**src/rtl/dff_pipe.sv**
```systemverilog
// dff_pipe: WIDTH-bit, DEPTH-stage registered delay line with per-stage valid, stall, flush and occupancy.
// Latency DEPTH enabled edges; en=0 freezes all state; optional `DFF_PIPE_TAP_EN exposes every stage on taps.
module dff_pipe #(
  parameter int              WIDTH     = 1,
  parameter int              DEPTH     = 4,
  parameter logic [WIDTH-1:0] RESET_VAL = '0
) (
  input  logic                       clk,
  input  logic                       reset,
  input  logic [WIDTH-1:0]           d,
  input  logic                       d_valid,
  input  logic                       en,
  input  logic                       flush,
  output logic [WIDTH-1:0]           q,
  output logic                       q_valid,
  output logic [$clog2(DEPTH+1)-1:0] occupancy
`ifdef DFF_PIPE_TAP_EN
  ,
  output logic [WIDTH*DEPTH-1:0]     taps
`endif
);

  localparam int OCC_W = $clog2(DEPTH+1);

  logic [WIDTH-1:0] r_data [DEPTH];
  logic [DEPTH-1:0] r_vld;
  logic [OCC_W-1:0] r_occ;
  logic [OCC_W-1:0] w_occ_nxt;

  // Modular arithmetic is exact here: the true result always lies in 0..DEPTH.
  assign w_occ_nxt = r_occ + OCC_W'(d_valid) - OCC_W'(r_vld[DEPTH-1]);

  always_ff @(posedge clk) begin
    if (reset) begin
      for (int i = 0; i < DEPTH; i++) begin
        r_data[i] <= RESET_VAL;
      end
      r_vld <= '0;
      r_occ <= '0;
    end else if (flush) begin
      r_vld <= '0;
      r_occ <= '0;
    end else if (en) begin
      r_data[0] <= d;
      r_vld[0]  <= d_valid;
      for (int i = 1; i < DEPTH; i++) begin
        r_data[i] <= r_data[i-1];
        r_vld[i]  <= r_vld[i-1];
      end
      r_occ <= w_occ_nxt;
    end
  end

  assign q         = r_data[DEPTH-1];
  assign q_valid   = r_vld[DEPTH-1];
  assign occupancy = r_occ;

`ifdef DFF_PIPE_TAP_EN
  for (genvar g = 0; g < DEPTH; g++) begin : g_tap
    assign taps[g*WIDTH +: WIDTH] = r_data[g];
  end
`endif

endmodule

```
**config.mk**
```make
export PLATFORM = sky130hd
export DESIGN_NAME = dff_pipe
export DESIGN_NICKNAME = d
export VERILOG_FILES = /design/src/rtl/dff_pipe.sv
export SDC_FILE = /design/constraint.sdc
export NUM_CORES = 1
export LEC_CHECK = 0
export ABC_CLOCK_PERIOD_IN_PS = 2009
export CAP_MARGIN = 20
export CORE_AREA = 2 2 43 45
export CTS_BUF_LIST = sky130_fd_sc_hd__clkbuf_4
export CTS_CLUSTER_DIAMETER = 50
export CTS_CLUSTER_SIZE = 25
export DETAILED_ROUTE_END_ITERATION = 8
export DIE_AREA = 0 0 45 47
export SYNTH_ARGS = -nofsm -noshare
export SYNTH_HDL_FRONTEND = slang
export SYNTH_SLANG_ARGS = --single-unit
```
**constraint.sdc**
```tcl
create_clock -name clk -period 2.01 [get_ports clk]
set_input_delay 0.402 -clock clk [delete_from_list [all_inputs] [get_ports clk]]
set_output_delay 0.402 -clock clk [all_outputs]
set_load 0.1 [all_outputs]
```
# Word-level counts from Yosys, hierarchy flattened

Memories as Yosys holds them, arrays and structs flattened.
Index checks and enable logic that the tools add are counted.

Output and inout bits: 5
Logic and storage cells: 20
Flip-flop bits (word level): 7
Memory bits (read-only): 0
RAM bits: 4
Input bits: 6
Memories kept: 1
Latch bits: 0

Memories:

| name   | words | width | read ports | clocked after memory_dff | write ports | line | source |
|---|---|---|---|---|---|---|---|
| r_data | 4     | 1     | 4          | 0                        | 4           | 25   | `logic [WIDTH-1:0] r_data [DEPTH];` |

$add $sub $neg: 2
Mux-type cells: 10
Bitwise gates (word level): 4
$lt $le $gt $ge: 0
Multipliers: 0
Shift-type cells: 0
Equal/unequal tests: 0
Reductions and logical operators: 1
Divide/modulo/power cells: 0

Operators by type and width:

| operator        | number |
|---|---|
| $mux 1          | 10 |
| $or 1x1->1      | 4 |
| $add 3x1->3     | 1 |
| $sub 3x1->3     | 1 |
| $reduce_or 2->1 | 1 |

# Longest topological paths before layout

Gate-level depths: netlist of run 1.

Depth in word-level cells: 5
Gate-level depth with buffers: 9
Gate-level depth less buffers: 9

# Worst setup path after synthesis of run 1

No wires, ideal clock.

Path type: register to register
From: register r_occ[0] (netlist: occupancy[0])
To: register r_occ[2] (netlist: occupancy[2])
Data required time: 1.938 ns
Arrival time: 2.326 ns
Path buffers: 0
Library setup time: 0.072 ns
Period minus slack after synthesis: 2.398 ns
Cell stages (with the launch flop): 10
Setup slack: -0.388 ns
Cell sequence: dfxtp_1 > inv_1 > ha_1 > inv_1 > ha_1 > inv_1 > fa_1 > xor2_1 > nand2_1 > mux2i_1

Longest elaborated chain between the ends: 2

Ends and longest elaborated chain:

| what                     | line | source |
|---|---|---|
| start: declaration       | 27   | `logic [OCC_W-1:0] r_occ;` |
| start signal: assignment | 50   | `r_occ <= w_occ_nxt;` |
| $add 3x1->3              | 31   | `assign w_occ_nxt = r_occ + OCC_W'(d_valid) - OCC_W'(r_vld[DEPTH-1]);` |
| $sub 3x1->3              | 31   |  |

No other way between the ends.
A chain may end at the register's enable or synchronous reset.

# Worst setup path in the final report of run 1

Same ends and word-level chain as after synthesis.

==> results of run 1 <==
-- synthesized netlist by cell type --
cell type	instances
ha_1	2
or2_1	1
buf_6	1
dfxtp_1	7
or3_1	1
mux2i_1	6
buf_4	1
and3_1	4
a211oi_2	1
edfxtp_1	4
nand2_1	2
nor2_1	7
fa_1	1
a21o_2	1
xor2_1	1
inv_1	4
-- cell usage in the layout (no fill, tap or decap) --
master / n
nor2_1: 7
mux2i_1: 6
clkdlybuf4s50_1: 5
dfxtp_1: 5
buf_4: 5
inv_1: 4
and3_1: 4
clkbuf_4: 4
edfxtp_1: 4
nand2_1: 2
ha_1: 2
dfxtp_4: 2
a21o_2: 1
or3_1: 1
xor2_1: 1
or2_1: 1
a211oi_2: 1
fa_1: 1
buf_12: 1
-- tightest hold or removal path, stage by stage, from the launching register on --
cell	delay, ps
dfxtp_1	330
nand2_1	60
mux2i_1	60
-- through the flow --
stage	hold slack [ps]	power, mW	area, sq um
2_1_floorplan	460	0.291	508
3_3_place_gp	477	0.312	618
3_5_place_dp	483	0.313	618
4_1_cts	493	0.476	648
5_1_grt	544	0.492	648
6_report	485	0.470	648
-- routing by layer --
metal / vias to the layer above / part of all wire / GRT usage
met3: 0 / 0.030 / 0.0462
met2: 4 / 0.47 / 0.117
li1: 175 / - / -
met4: 0 / 0 / 0.0529
met5: - / 0 / 0
met1: 146 / 0.50 / 0.102
-- kinds of logic after synthesis --
kind of cell / count (synthesis) / share of synthesized area
compound gates: 2 / 0.0425
flops: 11 / 0.520
buf+inv: 6 / 0.0675
fa+ha+maj: 3 / 0.0900
simple gates: 15 / 0.143
xor+xnor: 1 / 0.0175
mux: 6 / 0.120
-- state kept, by name (all words and copies together) (netlist names) --
| signal | flops |
|---|---|
| occupancy | 3 |
| r_data | 4 |
| r_vld | 4 |
-- power by group through the flow --
stage / Sequential, mW / Clock [mW] / Combinational, mW
after global placement: 0.245 / 0 / 0.0671
after CTS: 0.240 / 0.168 / 0.0677
after floorplan: 0.267 / 0 / 0.0245
after detailed placement: 0.246 / 0 / 0.0674
after global routing: 0.241 / 0.180 / 0.0716
final: 0.240 / 0.163 / 0.0671
-- area by class of cell --
type                            instances  area [sq um]  area share
Clock buffer                            4          30.0      0.0463
Inverter                                4          15.0      0.0232
Timing Repair Buffer                   11           108       0.166
Multi-Input combinational cell         27           206       0.319
Sequential cell                        11           268       0.413
Tap cell                               17          21.3      0.0328
-- how the worst max path moves through the flow --
stage                      start      endpoint  slack (ps)  depth (start not counted)
finish              occupancy[0]  occupancy[2]         310                          9
global route        occupancy[0]  occupancy[2]         160                          9
CTS                 occupancy[0]  occupancy[2]         280                          9
detailed placement       d_valid  occupancy[2]          40                          7
global placement         d_valid  occupancy[2]          70                          7
floorplan           occupancy[0]  occupancy[2]          90                          9
==> impl_results.md, run 1 <==
* Net Count, Synth at 53
* DR DRC count at 0
* Min-delay src: occupancy[2]
* Final WS setup at 305 ps
* Starting Density at 0.303
* Synth Warn # at 0
* Leakage power total at 0.303 nW
* Initial antenna violation count at 0
* Setup CP Type: reg -> reg
* First-pass DRT Iterations at 2
* Hold Path End: occupancy[2]
* Row cnt at 15
* 1st-iter DRT viols at 4
* Clk slew on worst S/H paths at 70 ps
* CTS Buf Count at 3
* Slew @ Worst Pin at 381 ps
* Crit-path leading delay family: adder cells
* Yosys top cell by area: dfxtp_1
* Clock buffer depth at 2
* Die area at 2120 sq um
* Top cells by area, synth: dfxtp_1, edfxtp_1, mux2i_1, nor2_1, and3_1
* Synthesized instance count at 44
* WL/cell at 10.1 um
* Max cap viols at 0
* Hold Crit Depth at 2
* Headroom to the max-slew limit at 0.745
* Slowest cell on the critical path: fa_1
* Die H at 47 um
* Largest net degree at the start of global routing at 11
* Io pins at 11
* Vias per inst at 4.39
* Overall Global Routing Usage at 0.0846
* Average size of a mapped cell at 11.4 sq um
* CTS Sinks at 11
* Maximum VDD drop at 0.375 mV
* DRT Wirelength at 745 um
* Switching share of power at 0.249
* Input/output buffers at 10
* Pwr dens at 725 nW/um^2
* Final setup fails at 0
* H-tree depth at 1
* CP max FO at 3
* Post-CTS Setup Repair Bufs at 0
* Tcrit/Tclk final at 0.848
* Crit-path cells: inv_1, ha_1, inv_1, ha_1, inv_1, fa_1, xor2_1, nand2_1, mux2i_1
* Fill count at 186
* Logic pwr share at 0.143
* Reg-to-reg startpoint: occupancy[0]
* Critical path's largest stage delay at 370 ps
* First-pass GRT wire length at 1240 um
* Core Util, Final at 0.392
* Hold Crit Class: reg -> reg
* Max Clk Rate at 587 MHz
* # diodes at 0
* Worst R2R Path Depth at 9
* Layout area overhead at 29.5%
* Sequential fraction of the synthesis area at 0.520
* Worst path bufs/invs at 3
* CTS tree: done
* Dpl hpwl at 583 um
* Final cell count without fillers at 74
* Post_cts resized at 0
* Post-Route Skew at 3.03 ps
* Total Neg Setup Slack at 0 ps
* RSZ-0062 raised after global routing: false
* Post-DRT Antenna Nets at 0
* Flop pwr share at 0.511
* Worst-Skew Late Latency at 260 ps
* R2R Path End: occupancy[2]
* Min Tclk post-route at 1700 ps
* Vias in the first global route at 299
* Mapped Area at 500 sq um
* Layout cell share with drive strength beyond 1 at 0.246
* Worst Setup Start Kind: register
* Crit end category: register
* DR vias at 325
* CP dominant cell by count: inv_1
* Clock power share at 0.346
* Synth unique cells at 16
* Internal at 0.353 mW
* CP required at 2210 ps
* CTS Root Buffer Type: clkbuf_4
* Pins Over Slew Limit at 0
* DP Cell Count at 70
* Top-area cell type share of the netlist area at 0.280
* Switch Pwr at 0.117 mW
* Nets at 67
* Flop2flop setup slack at 310 ps
* Crit path arrival time at 1900 ps
* Synthesis-stage register bit count at 11
* # hold bufs at CTS at 0
* Core Area at 1650 sq um
* Fin. Hold Viols at 0
* Status: completed
* Grt ovf at 0
* GPL Wtd Cong at 0.643
* Die W at 45 um
* Placement Setup Slack at 35.5 ps
Power figures use the tool's default switching activity.
==> run 2: changes to the inputs <==
ABC_CLOCK_PERIOD_IN_PS = 1700   (was 2009)
clock period = 1.7 ns   (was 2.01 ns; I/O delays follow)
==> run 2 against run 1 <==
Flip-flop and latch count stayed put. Maximum frequency is 6.7% higher. Combinational power is 41% higher. Worst setup slack worse by 200 ps. Clock power is 20% higher. Utilization is 6.3 points higher. Power is 22% higher. Largest power group unchanged.
==> impl_results.md, run 2 (synthesis results as in run 1) <==
* Status: completed
* WL/cell at 11.4 um (+13%)
* Hold Crit Class: reg -> reg
* Fin. Hold Viols at 0 (unchanged)
* Final WS setup at 103 ps (-203 ps)
* Slew @ Worst Pin at 257 ps (-125 ps)
* CTS Buf Count at 3 (unchanged)
* Clock buffer depth at 2 (unchanged)
* H-tree depth at 1 (unchanged)
* Worst setup path endpoint: occupancy[2]
* Reg-to-reg startpoint: occupancy[0]
* Headroom to the max-slew limit at 0.829 (+0.0839)
* Worst Setup SP: occupancy[0]
* 1st-iter DRT viols at 0 (-4)
* Vias per inst at 4.27 (-2.7%)
* Min Tclk post-route at 1600 ps (-107 ps)
* Core Area at 1650 sq um (unchanged)
* Maximum VDD drop at 0.429 mV (+14%)
* Initial antenna violation count at 0 (unchanged)
* Post-Route Skew at 0.322 ps (-2.71 ps)
* Worst-Skew Late Latency at 260 ps (about the same)
* Pins Over Slew Limit at 0 (unchanged)
* Row cnt at 15 (unchanged)
* Setup CP Type: reg -> reg
* Largest net degree at the start of global routing at 7 (-4)
* Clk slew on worst S/H paths at 70 ps (about the same)
* CTS Sinks at 11 (unchanged)
* RSZ-0062 raised after global routing: false
* R2R Path End: occupancy[2]
* Dpl hpwl at 646 um (+11%)
* Overall Global Routing Usage at 0.101 (+0.0160)
* Most frequent cells in the layout: nor2_1, mux2i_1, clkdlybuf4s50_1, buf_12
* Grt ovf at 0 (unchanged)
* Max cap viols at 0 (unchanged)
* Layout area overhead at 50.2%
* Commonest non-fill, non-tap cell in the layout: nor2_1
* Input/output buffers at 10 (unchanged)
* DR vias at 329 (+1.2%)
* Min-delay src: r_vld[2]
* # diodes at 0 (unchanged)
* DR DRC count at 0 (unchanged)
* CP required at 1890 ps (-320 ps)
* Vias in the first global route at 325 (+8.7%)
* Io pins at 11 (unchanged)
* Crit path arrival time at 1790 ps (-110 ps)
* Die W at 45 um (unchanged)
* First-pass GRT wire length at 1440 um (+17%)
* Die area at 2120 sq um (unchanged)
* Final cell count without fillers at 77 (+4.1%)
* Worst Setup Start Kind: register
* CTS tree: done
* Max Clk Rate at 626 MHz (+6.7%)
* First-pass DRT Iterations at 1 (-1)
* Placement Setup Slack at -156 ps (-191 ps)
* Final setup fails at 0 (unchanged)
* Starting Density at 0.303 (unchanged)
* Flop2flop setup slack at 100 ps (-200 ps)
* Tcrit/Tclk final at 0.940 (+0.0916)
* Leakage power total at 0.328 nW (+8.2%)
* CTS Root Buffer Type: clkbuf_4
* Total Neg Setup Slack at 0 ps (unchanged)
* Die H at 47 um (unchanged)
* GPL Wtd Cong at 0.732 (+14%)
* Crit end category: register
* Worst R2R Path Depth at 9 (unchanged)
* CP max FO at 3 (unchanged)
* DP Cell Count at 71 (+1.4%)
* Pwr dens at 765 nW/um^2 (+5.6%)
* Post-DRT Antenna Nets at 0 (unchanged)
* Hold WS at 506 ps (+21.1 ps)
* Layout cell share with drive strength beyond 1 at 0.400 (+0.154)
* Nets at 70 (+4.5%)
* DRT Wirelength at 876 um (+18%)
## run 2: routing by layer
metal,GRT usage,vias up,share of wire
met5,0,-,0
met4,0.0529,0,0.0046
met3,0.0385,2,0.053
met2,0.137,8,0.43
met1,0.137,141,0.52
li1,-,178,-
## run 2: repair_timing
item | 4_1_cts | 5_1_grt
buffers inserted | 0 | 2
endpoints found under the setup margin | 0 | 1
hold buffers | 0 | 0
gates resized for setup | 0 | 1
## run 2: area by class of cell
cell class,instances,area [sq um]
tap,17,21.3
multi-input combinational,27,234
clock buffer,4,30.0
sequential,11,269
timing repair buffer,14,180
inverter,4,17.5
fill,159,900
## run 2: metrics by stage
stage | power, mW | utilization | area (sq um)
after floorplan | 0.347 | - | 537
after global placement | 0.384 | 0.427 | 704
after detailed placement | 0.385 | 0.427 | 704
after CTS | 0.582 | 0.445 | 734
after global routing | 0.602 | 0.455 | 752
final | 0.575 | 0.455 | 752
## run 2: worst min path at each step
stage               slack (ps)        to  cells after the start
detailed placement         480  r_vld[3]                      2
finish                     510  r_vld[2]                      2
global route               540  r_vld[3]                      2
global placement           480  r_vld[2]                      2
CTS                        510  r_vld[2]                      2
floorplan                  460  r_vld[0]                      2
## run 2: power breakdown
part | internal [mW] | leakage, nW | switching, mW | total (mW)
Sequential | 0.280 | 0.101 | 0.00603 | 0.286
Clock | 0.107 | 0.0184 | 0.0884 | 0.195
Combinational | 0.0426 | 0.208 | 0.0518 | 0.0945
## run 2: critical path, stage by stage, from the launching register on
cell and delay, ps:
dfxtp_4 350, inv_2 40, ha_4 210, inv_4 50, ha_4 120, inv_2 30
fa_2 320, xor2_1 140, nand2_1 70, mux2i_1 180
